<file path="config.mk">
export PLATFORM = sky130hd
export DESIGN_NAME = fft_stage_controller_flat
export DESIGN_NICKNAME = d
export VERILOG_FILES = /design/src/rtl/fft_stage_controller_if.sv /design/src/rtl/fft_stage_controller.sv /design/src/flat_wrapper.sv
export SDC_FILE = /design/constraint.sdc
export NUM_CORES = 1
export LEC_CHECK = 0
export ABC_AREA = 1
export BUFFER_PORTS_ARGS = -buffer_cell sky130_fd_sc_hd__buf_4
export CAP_MARGIN = 40
export CORE_MARGIN = 2
export CORE_UTILIZATION = 58
export CTS_CLUSTER_DIAMETER = 200
export DETAILED_ROUTE_END_ITERATION = 8
export PLACE_DENSITY_LB_ADDON = 0.1
export SLEW_MARGIN = 10
export SYNTH_ARGS = -nofsm -noshare
export SYNTH_HDL_FRONTEND = slang
export SYNTH_SLANG_ARGS = --single-unit
</file>
<file path="constraint.sdc">
create_clock -name clk -period 3.77 [get_ports clk]
set_input_delay 0.5655 -clock clk [delete_from_list [all_inputs] [get_ports clk]]
set_output_delay 0.5655 -clock clk [all_outputs]
set_load 0.01 [all_outputs]
</file>
<file path="src/rtl/fft_stage_controller_if.sv">
// fft_stage_controller_if: handshake/bus bundle between an FFT pass requester and the stage sequencer.
//   start            requester -> controller: begin one full pass (sampled in IDLE only)
//   stall            requester -> controller: freeze butterfly issue (FFT_STALL_EN builds only)
//   stage_count_out  controller -> user: current stage, feeds twiddle_index
//   bfly_count       controller -> user: butterfly index within the stage
//   bfly_en          controller -> user: butterfly issued this cycle, addr_a/addr_b valid
//   addr_a, addr_b   controller -> user: top/bottom operand sample-RAM addresses
//   busy, done       controller -> user: pass in progress / one-cycle end-of-pass pulse
// Optional feature macro: FFT_STALL_EN adds the stall signal.
interface fft_stage_controller_if #(
    parameter int LOG2N = 3
);
    logic             start;
`ifdef FFT_STALL_EN
    logic             stall;
`endif
    logic [LOG2N-1:0] stage_count_out;
    logic [LOG2N-2:0] bfly_count;
    logic             bfly_en;
    logic [LOG2N-1:0] addr_a;
    logic [LOG2N-1:0] addr_b;
    logic             busy;
    logic             done;

`ifdef FFT_STALL_EN
    modport master (
        output start, stall,
        input  stage_count_out, bfly_count, bfly_en, addr_a, addr_b, busy, done
    );
    modport slave (
        input  start, stall,
        output stage_count_out, bfly_count, bfly_en, addr_a, addr_b, busy, done
    );
`else
    modport master (
        output start,
        input  stage_count_out, bfly_count, bfly_en, addr_a, addr_b, busy, done
    );
    modport slave (
        input  start,
        output stage_count_out, bfly_count, bfly_en, addr_a, addr_b, busy, done
    );
`endif
endinterface

</file>
<file path="src/rtl/fft_stage_controller.sv">
// fft_stage_controller: sequencing FSM for a radix-2 DIT FFT core.
//   Walks all LOG2N stages, issuing one butterfly per cycle with its operand
//   address pair, then idles BFLY_LAT drain cycles so the butterfly pipeline
//   clears before the next stage reads its results.
// Ports:
//   clk  rising-edge system clock
//   rst  synchronous active-high reset
//   bus  fft_stage_controller_if.slave: start/stall in; stage_count_out,
//        bfly_count, bfly_en, addr_a, addr_b, busy, done out (all registered)
// Optional feature macro: FFT_STALL_EN enables the stall input.
module fft_stage_controller #(
    parameter int N_POINTS = 8,
    parameter int LOG2N    = 3,
    parameter int BFLY_LAT = 2
) (
    input logic                   clk,
    input logic                   rst,
    fft_stage_controller_if.slave bus
);
    localparam int HALF = N_POINTS / 2;
    localparam int BW   = LOG2N - 1;
    localparam int DW   = (BFLY_LAT > 2) ? $clog2(BFLY_LAT) : 1;
    localparam logic [BW-1:0]    LAST_BFLY  = BW'(HALF - 1);
    localparam logic [LOG2N-1:0] LAST_STAGE = LOG2N'(LOG2N - 1);

    typedef enum logic [1:0] {IDLE, ISSUE, DRAIN, DONE} state_t;

    state_t           state_q, state_d;
    logic [LOG2N-1:0] stage_q, stage_d;
    logic [BW-1:0]    bfly_q, bfly_d;
    logic [DW-1:0]    drain_q, drain_d;
    logic [LOG2N-1:0] addr_a_q, addr_a_d;
    logic [LOG2N-1:0] addr_b_q, addr_b_d;
    logic             bfly_en_q, bfly_en_d;
    logic             busy_q, busy_d;
    logic             done_q, done_d;
    logic             stall_w;
    logic             issued, last_bfly, last_stage, drain_end, stage_end, next_stage;

`ifdef FFT_STALL_EN
    assign stall_w = bus.stall;
`else
    assign stall_w = 1'b0;
`endif

    // Top operand: insert a zero bit at position s of k; the bottom operand sets that bit.
    function automatic logic [LOG2N-1:0] pair_a(input logic [LOG2N-1:0] s, input logic [BW-1:0] k);
        logic [LOG2N-1:0] kk;
        kk = {1'b0, k};
        return ((kk >> s) << (s + 1'b1)) | (kk & ((LOG2N'(1) << s) - 1'b1));
    endfunction

    // A butterfly only counts as issued when bfly_en was actually high; a stalled
    // ISSUE cycle leaves the pending butterfly on the address lines un-issued.
    assign issued     = (state_q == ISSUE) && bfly_en_q;
    assign last_bfly  = bfly_q == LAST_BFLY;
    assign last_stage = stage_q == LAST_STAGE;
    assign drain_end  = drain_q == DW'(BFLY_LAT - 1);
    assign stage_end  = issued && last_bfly;

    always_ff @(posedge clk) begin
        if (rst) begin
            state_q <= IDLE;
        end else begin
            state_q <= state_d;
        end
    end

    always_comb begin
        state_d = state_q;
        case (state_q)
            IDLE:    state_d = bus.start ? ISSUE : IDLE;
            ISSUE:   if (stage_end) state_d = (BFLY_LAT != 0) ? DRAIN : last_stage ? DONE : ISSUE;
            DRAIN:   if (drain_end) state_d = last_stage ? DONE : ISSUE;
            default: state_d = IDLE;
        endcase
    end

    // Next values of the registered outputs, derived from the transition being taken.
    assign next_stage = (state_d == ISSUE) && ((state_q == DRAIN) || stage_end);

    always_comb begin
        stage_d   = (state_q == DONE) ? '0 : next_stage ? stage_q + 1'b1 : stage_q;
        bfly_d    = ((state_q == DONE) || next_stage) ? '0 :
                    (issued && !last_bfly) ? bfly_q + 1'b1 : bfly_q;
        drain_d   = ((state_q == DRAIN) && !drain_end) ? drain_q + 1'b1 : '0;
        // Stall only suppresses a butterfly that would follow another ISSUE cycle.
        bfly_en_d = (state_d == ISSUE) && !((state_q == ISSUE) && stall_w);
        addr_a_d  = (state_d == ISSUE) ? pair_a(stage_d, bfly_d) : addr_a_q;
        addr_b_d  = (state_d == ISSUE) ? addr_a_d | (LOG2N'(1) << stage_d) : addr_b_q;
        busy_d    = (state_d == ISSUE) || (state_d == DRAIN);
        done_d    = state_d == DONE;
    end

    always_ff @(posedge clk) begin
        if (rst) begin
            stage_q   <= '0;
            bfly_q    <= '0;
            drain_q   <= '0;
            addr_a_q  <= '0;
            addr_b_q  <= '0;
            bfly_en_q <= 1'b0;
            busy_q    <= 1'b0;
            done_q    <= 1'b0;
        end else begin
            stage_q   <= stage_d;
            bfly_q    <= bfly_d;
            drain_q   <= drain_d;
            addr_a_q  <= addr_a_d;
            addr_b_q  <= addr_b_d;
            bfly_en_q <= bfly_en_d;
            busy_q    <= busy_d;
            done_q    <= done_d;
        end
    end

    assign bus.stage_count_out = stage_q;
    assign bus.bfly_count      = bfly_q;
    assign bus.bfly_en         = bfly_en_q;
    assign bus.addr_a          = addr_a_q;
    assign bus.addr_b          = addr_b_q;
    assign bus.busy            = busy_q;
    assign bus.done            = done_q;

    // Structural invariants of the sequencer.
    assert property (@(posedge clk) disable iff (rst) bfly_en_q |-> addr_b_q == addr_a_q + (LOG2N'(1) << stage_q));
    assert property (@(posedge clk) disable iff (rst) stage_q <= LAST_STAGE);
    assert property (@(posedge clk) disable iff (rst) done_q |=> !done_q);
endmodule

</file>
<file path="src/flat_wrapper.sv">
// flat-port wrapper written by rule: the top's interface ports become plain ports
module fft_stage_controller_flat 
#(
    parameter int N_POINTS = 8,
    parameter int LOG2N    = 3,
    parameter int BFLY_LAT = 2
)
  (clk, rst, bus_start, bus_stage_count_out, bus_bfly_count, bus_bfly_en, bus_addr_a, bus_addr_b, bus_busy, bus_done);
  fft_stage_controller_if #(.LOG2N(LOG2N)) bus_i ();
  input logic clk;
  input logic rst;
  input wire logic [$bits(bus_i.start)-1:0] bus_start;
  output wire logic [$bits(bus_i.stage_count_out)-1:0] bus_stage_count_out;
  output wire logic [$bits(bus_i.bfly_count)-1:0] bus_bfly_count;
  output wire logic [$bits(bus_i.bfly_en)-1:0] bus_bfly_en;
  output wire logic [$bits(bus_i.addr_a)-1:0] bus_addr_a;
  output wire logic [$bits(bus_i.addr_b)-1:0] bus_addr_b;
  output wire logic [$bits(bus_i.busy)-1:0] bus_busy;
  output wire logic [$bits(bus_i.done)-1:0] bus_done;
  assign bus_i.start = bus_start;
  assign bus_stage_count_out = bus_i.stage_count_out;
  assign bus_bfly_count = bus_i.bfly_count;
  assign bus_bfly_en = bus_i.bfly_en;
  assign bus_addr_a = bus_i.addr_a;
  assign bus_addr_b = bus_i.addr_b;
  assign bus_busy = bus_i.busy;
  assign bus_done = bus_i.done;
  fft_stage_controller #(.N_POINTS(N_POINTS), .LOG2N(LOG2N), .BFLY_LAT(BFLY_LAT)) u_core (.clk(clk), .rst(rst), .bus(bus_i));
endmodule
</file>
* Word level (Yosys, flattened, before mapping)
Index checks and enable logic that the tools add are counted.
** Cells by class
- $add $sub $neg :: 5
- Equality and inequality tests :: 8
- Shift-type cells :: 3
- Multiplexer cells :: 10
- Bitwise logic cells :: 4
- Reductions and logical operators :: 12
** Operator list (number)
- == test 2 bit (second input constant) :: 5
- 2-to-1 mux 2 bit :: 5
- 2-to-1 mux 3 bit :: 3
- adder 3 x 1 -> 3 bit (second input constant) :: 2
- OR 3 bit :: 2
- one-hot mux 2 bit (3 select lines) :: 1
- logical AND 1 bit :: 5
- == test 2 x 1 -> 1 bit (second input constant) :: 2
- AND 2 x 3 -> 3 bit :: 1
- == test 3 x 2 -> 1 bit (second input constant) :: 1
- logical OR 1 bit :: 3
- << shifter 1 x 3 -> 3 bit (first input constant) :: 1
- << shifter 3 x 3 -> 3 bit :: 1
- >> shifter 2 x 3 -> 3 bit :: 1
- subtractor 3 x 1 -> 3 bit (second input constant) :: 1
- adder 2 x 1 -> 2 bit (second input constant) :: 1
- zero test 1 bit :: 2
- zero test 2 bit :: 1
- OR reduction 2 bit :: 1
- adder 1 bit (second input constant) :: 1
- 2-to-1 mux 1 bit :: 1
- inverter 1 bit :: 1
** Word-level totals
- Bits in registers :: 17
- Logic and storage cells :: 51

* Longest topological paths before layout
- Depth in word-level cells :: 15
- Depth in mapped cells :: 19
- Gate-level depth less buffers :: 19

* Least setup slack after synthesis
OpenSTA, ideal clock, no wires.
- Path type :: register to register
- Start point :: reg u_core.stage_q[0] (netlist: u_core.bus.stage_count_out[0])
- End point :: reg u_core.addr_b_q[1] (netlist: u_core.bus.addr_b[1])
- Arrival time :: 2.264 ns
- Path slack :: 1.397 ns
- Stages on the path, launching flop included :: 19
- Buffers on the path :: 1
- Path through :: dfxtp_1 inv_1 ha_1 nand2_1 a211o_1 nand2_1 inv_1 ha_1 buf_2 nand3_1 nand3_2 inv_1 ha_1 nand4_1 nand2_2 nand3_1 nand4_1 nand2_1 inv_1
** Between the ends
- Word-level cells in the longest chain between the ends :: 14
- Elaborated cells between the ends (all ways) :: 20
- Classes of those cells :: add/sub: 3; eq/ne: 2; shift: 3; mux: 7; bitwise: 3; reduce/logical: 2
** Ends and longest elaborated chain
- start, declared :: RTL line fft_stage_controller.sv:29 : logic [LOG2N-1:0] stage_q, stage_d;
- start signal, assigned :: RTL line fft_stage_controller.sv:106 : stage_q <= stage_d;
- == test 3 x 2 -> 1 bit (*) :: RTL line fft_stage_controller.sv:57 : assign last_stage = stage_q == LAST_STAGE;
- 2-to-1 mux 2 bit (*) (2 in a row) :: RTL line fft_stage_controller.sv:74 : DRAIN: if (drain_end) state_d = last_stage ? DONE : ISSUE;
- one-hot mux 2 bit (3 select lines) (*) :: RTL line fft_stage_controller.sv:71 : case (state_q)
- via u_core.state_d[1] :: RTL line fft_stage_controller.sv:28 : state_t state_q, state_d;
- == test 2 x 1 -> 1 bit (*)
- via u_core.bfly_en_d :: RTL line fft_stage_controller.sv:34 : logic bfly_en_q, bfly_en_d;
- logical AND 1 bit (*) :: RTL line fft_stage_controller.sv:80 : assign next_stage = (state_d == ISSUE) && ((state_q == DRAIN) || stage_end);
- 2-to-1 mux 3 bit (*) (2 in a row) :: RTL line fft_stage_controller.sv:83 : stage_d = (state_q == DONE) ? '0 : next_stage ? stage_q + 1'b1 : stage_q;
- via u_core.stage_d[0] :: RTL line fft_stage_controller.sv:29
- parallel branches: the longest is 5 deep, another holds adder 3 x 1 -> 3 bit
- OR 3 bit (*) :: RTL line fft_stage_controller.sv:90 : addr_b_d = (state_d == ISSUE) ? addr_a_d | (LOG2N'(1) << stage_d) : addr_b_q;
- end signal, assigned :: RTL line fft_stage_controller.sv:110 : addr_b_q <= addr_b_d;
- end, declared :: RTL line fft_stage_controller.sv:33 : logic [LOG2N-1:0] addr_b_q, addr_b_d;
Mark *: on every way through the listed nets, which the timed path passes.
A chain may end at the register's enable or synchronous reset.

* Worst setup path after layout
- Start point :: reg u_core.stage_q[0] (netlist: u_core.bus.stage_count_out[0])
- End point :: reg u_core.addr_b_q[2] (netlist: u_core.bus.addr_b[2])
** Between the ends
- Word-level cells in the longest chain between the ends :: 14
- Elaborated cells between the ends (all ways) :: 20
- Classes of those cells :: add/sub: 3; eq/ne: 2; shift: 3; mux: 7; bitwise: 3; reduce/logical: 2
** Ends and longest elaborated chain (RTL line)
- == test 3 x 2 -> 1 bit (*) :: fft_stage_controller.sv:57
- 2-to-1 mux 2 bit (*) (2 in a row) :: fft_stage_controller.sv:74
- one-hot mux 2 bit (3 select lines) (*) :: fft_stage_controller.sv:71
- via u_core.state_d[1] :: fft_stage_controller.sv:28
- == test 2 x 1 -> 1 bit (*)
- via u_core.bfly_en_d :: fft_stage_controller.sv:34
- parallel branches: the longest is 9 deep, another holds adder 3 x 1 -> 3 bit
Marks and branches as above.

==> results.md <==
- Starting DRC count in detailed routing: 21
- Final period util: 0.7122
- Setup TNS: 0 ps
- CP most frequent cell: nand2_1
- Clk slew on worst S/H paths: 90 ps
- Fin cells: about 170
- Synth Register Bits: 17
- TritonCTS clock tree: yes
- RSZ-0062 raised after global routing: no
- Post-synth top cells: 23 x inv_1, 23 x nand2_1, 17 x dfxtp_1
- Die area: roughly 2100 sq um
- Critical path buffer and inverter count: 3
- Crit. End Element: flip-flop
- Area leader, netlist: dfxtp_1
- FP Rows: 14
- Clock Skew: between 1.5 and 2 ps
- Startpoint Class: flip-flop
- Drt wl/cell: around 12 microns
- Crit Path Max Fanout: 12
- Power Dens Cells: just under 300 nW/um^2
- Port bufs: 16
- Sw frac: 0.2645
- Critical path's top delay family: adder cells
- FF-to-FF path depth: 16
- Reg-to-Reg Start: u_core.bus.stage_count_out[0]
- Crit path largest cell delay: ~420 ps
- TritonCTS Buffers: 3
- Post-synth EDFFs: 0
- CP arrival: between 2000 and 3000 ps
- Tot Pwr: roughly 0.00034 W
- Yosys warnings: 0
- Cell internal pwr: 0.0002511 W
- CTS H-Tree Depth: 1
- DR DRC count: 0
- Cells along the critical path: inv_1 > ha_1 > nand2_1 > a211o_1 > nand2_1 > inv_1 > ha_1 > nand2_4 > nand2_2 > nand3_2 > ha_1 > inv_1 > nand3_1 > nand2_1 > nand2_1 > a21oi_2
- Tmin final: about 2700 ps
- Synth top area share: 0.3409
- Reg2reg end: u_core.bus.addr_b[2]
- Max-slew violations: 0
- Clock Latency Late Sink: about 280 ps
- Ant diodes: 0
- Fill cells: 134
- Hold_sp: u_core.drain_end
- # Post-CTS Setup Buffers: 0
- Min-Delay Path Class: flip-flop to flip-flop
- Sw power: around 0.00009 W
- Top-Level Pins: 17
- Sequential area share after synthesis: 0.3409
- Die Y: around 45 microns
- Share of post-route cells with drive strength above 1: 0.2308
- Initial antenna violation count: 0
- Area grow syn2layout: 15.79%
- Via count: a little over 900
- Final Wtd Congestion: between 0.9 and 1
- Largest net degree at the start of global routing: 15
- Grt ovf: 0
- Clk root buf: clkbuf_4
- Vias in the first global route: 801
- Seq pwr share: 0.571
- Wire length of the first global-routing pass: ~3300 microns
- Deepest clock path buffer count: 2
- Final Routed Wirelength: slightly below 2000 microns
- Reg-to-reg slack, setup: between 1000 and 1500 ps
- Final setup fails: 0
- Post-synthesis net count: 150
- Worst-margin pin slew: 438.7 ps
- Ys async rst share: 0
- Worst hold path endpoint: u_core.drain_end
- Hold Path Depth: 1
- Initial Util: 0.6404
- Detailed placement HPWL: 1566 microns
- Maxcap violations: 0
- CP required: 4000 ps
- Vias per cell: between 5 and 6
- First-pass DRT Iterations: 4
- Post-CTS Hold Buffers: 0
- Mean Syn Cell Area: between 7 and 8 sq um
- Core Util, Final: 0.7416
- Clock Power Share: 0.281
- Slowest-stage cell, CP: ha_1
- Total GRT Usage: 0.2190
- Finished Cell Area: 1156 sq um
- Resized Gates After CTS: 0
- CTS sink cnt: 17
- Placed cells: approximately 170
- Post-route ant nets: 0
- Core box area: roughly 1600 sq um
- Leakage: between 0.6 and 0.7 nW
- Outcome: complete, no violations
- Final nets: about 170
- Top FF cell, synth: dfxtp_1
- Synthesized area: around 1000 sq um
- Achievable Freq: between 0.3 and 0.4 GHz
- Largest cells by area after synthesis: dfxtp_1 34%, ha_1 11%, inv_1 8.6%
- Final Hold Vio Count: 0
- Combinational share of power: 0.148
- Setup CP Type: flip-flop to flip-flop
- Die Width: 45.49 microns
- Max VDD drop: roughly 0.2 mV
- Synth cell types: 22
- Max-slew headroom: 0.7075
- Placed cell areas: 1130 sq um
- Syn Inst Count: ~140
==> cells in the final DEF, fill, tap and decap left out, drive strengths merged <==
master,Yosys,layout
clkbuf,1,4
nand4,6,6
a21oi,7,7
ha,9,9
nor2,17,17
dfxtp,17,17
o21ai,5,5
a31oi,1,1
a211o,1,1
buf,1,16
nand3,18,18
nand2,29,29
nor3,1,1
inv,25,25
==> power by group through the flow <==
stage | registers, W | clock network (W) | logic [W]
2_1_floorplan | 0.000202 | 0 | 0.0000283
3_3_place_gp | 0.000199 | 0 | 0.0000499
3_5_place_dp | 0.000199 | 0 | 0.0000507
4_1_cts | 0.000195 | 0.0000989 | 0.0000508
5_1_grt | 0.000196 | 0.000109 | 0.0000571
6_report | 0.000195 | 0.0000958 | 0.0000506
==> stage by stage <==
step	hold slack, ps	worst slack, ps
2_1_floorplan	427.0	1397
3_5_place_dp	466.7	1146
3_3_place_gp	457.5	1237
6_report	483.7	1085
4_1_cts	481.7	1124
5_1_grt	498.3	837.6
==> layer usage <==
| layer | part of all wire | global-route usage | wire, microns |
|---|---|---|---|
| met4 | 0.016 | 0.08824 | 31 |
| met1 | 0.46 | 0.2913 | 921 |
| met3 | 0.033 | 0.04762 | 66 |
| met2 | 0.49 | 0.3408 | 968 |
| met5 | 0 | 0 | 0 |
==> worst max path at each step <==
stage                                 endpoint  slack (ps)                          start  cells past startpoint
after detailed placement  u_core.bus.addr_b[1]        1150  u_core.bus.stage_count_out[0]                     18
final                     u_core.bus.addr_b[2]        1080  u_core.bus.stage_count_out[0]                     16
after global placement    u_core.bus.addr_b[1]        1240                      bus_start                     15
after global routing      u_core.bus.addr_b[1]         840  u_core.bus.stage_count_out[0]                     17
after CTS                 u_core.bus.addr_b[1]        1120  u_core.bus.stage_count_out[0]                     18
after floorplan           u_core.bus.addr_b[1]        1400  u_core.bus.stage_count_out[0]                     18
==> registers in the layout, indices dropped and copies added (netlist names) <==
| signal | cells |
|---|---|
| u_core.bus.addr_a | 3 |
| u_core.bus.addr_b | 3 |
| u_core.bus.stage_count_out | 3 |
| u_core.bus.bfly_count | 2 |
| u_core.state_q | 2 |
| u_core.bus.bfly_en | 1 |
| u_core.bus.busy | 1 |
| u_core.bus.done | 1 |
| u_core.drain_end | 1 |
==> final cells by class <==
cell class	count	area [sq um]	area share
multi-input cells	94	555.5	0.4805
clock buffers	4	26.28	0.02273
flip-flops and latches	17	340.3	0.2944
inverters	25	93.84	0.08117
well taps	16	20.02	0.01732
repair buffers	16	120.1	0.1039
==> kinds of logic (layout without fill, tap and decap cells) <==
group	Yosys count	after routing	synth area share
adders and majority gates	9	9	0.1128
AOI/OAI and AO/OA	14	14	0.07895
DFF	17	17	0.3409
buffers and inverters	27	45	0.1027
and+or+nand+nor	71	71	0.3647
No activity file was read; power rests on OpenSTA's default activity.
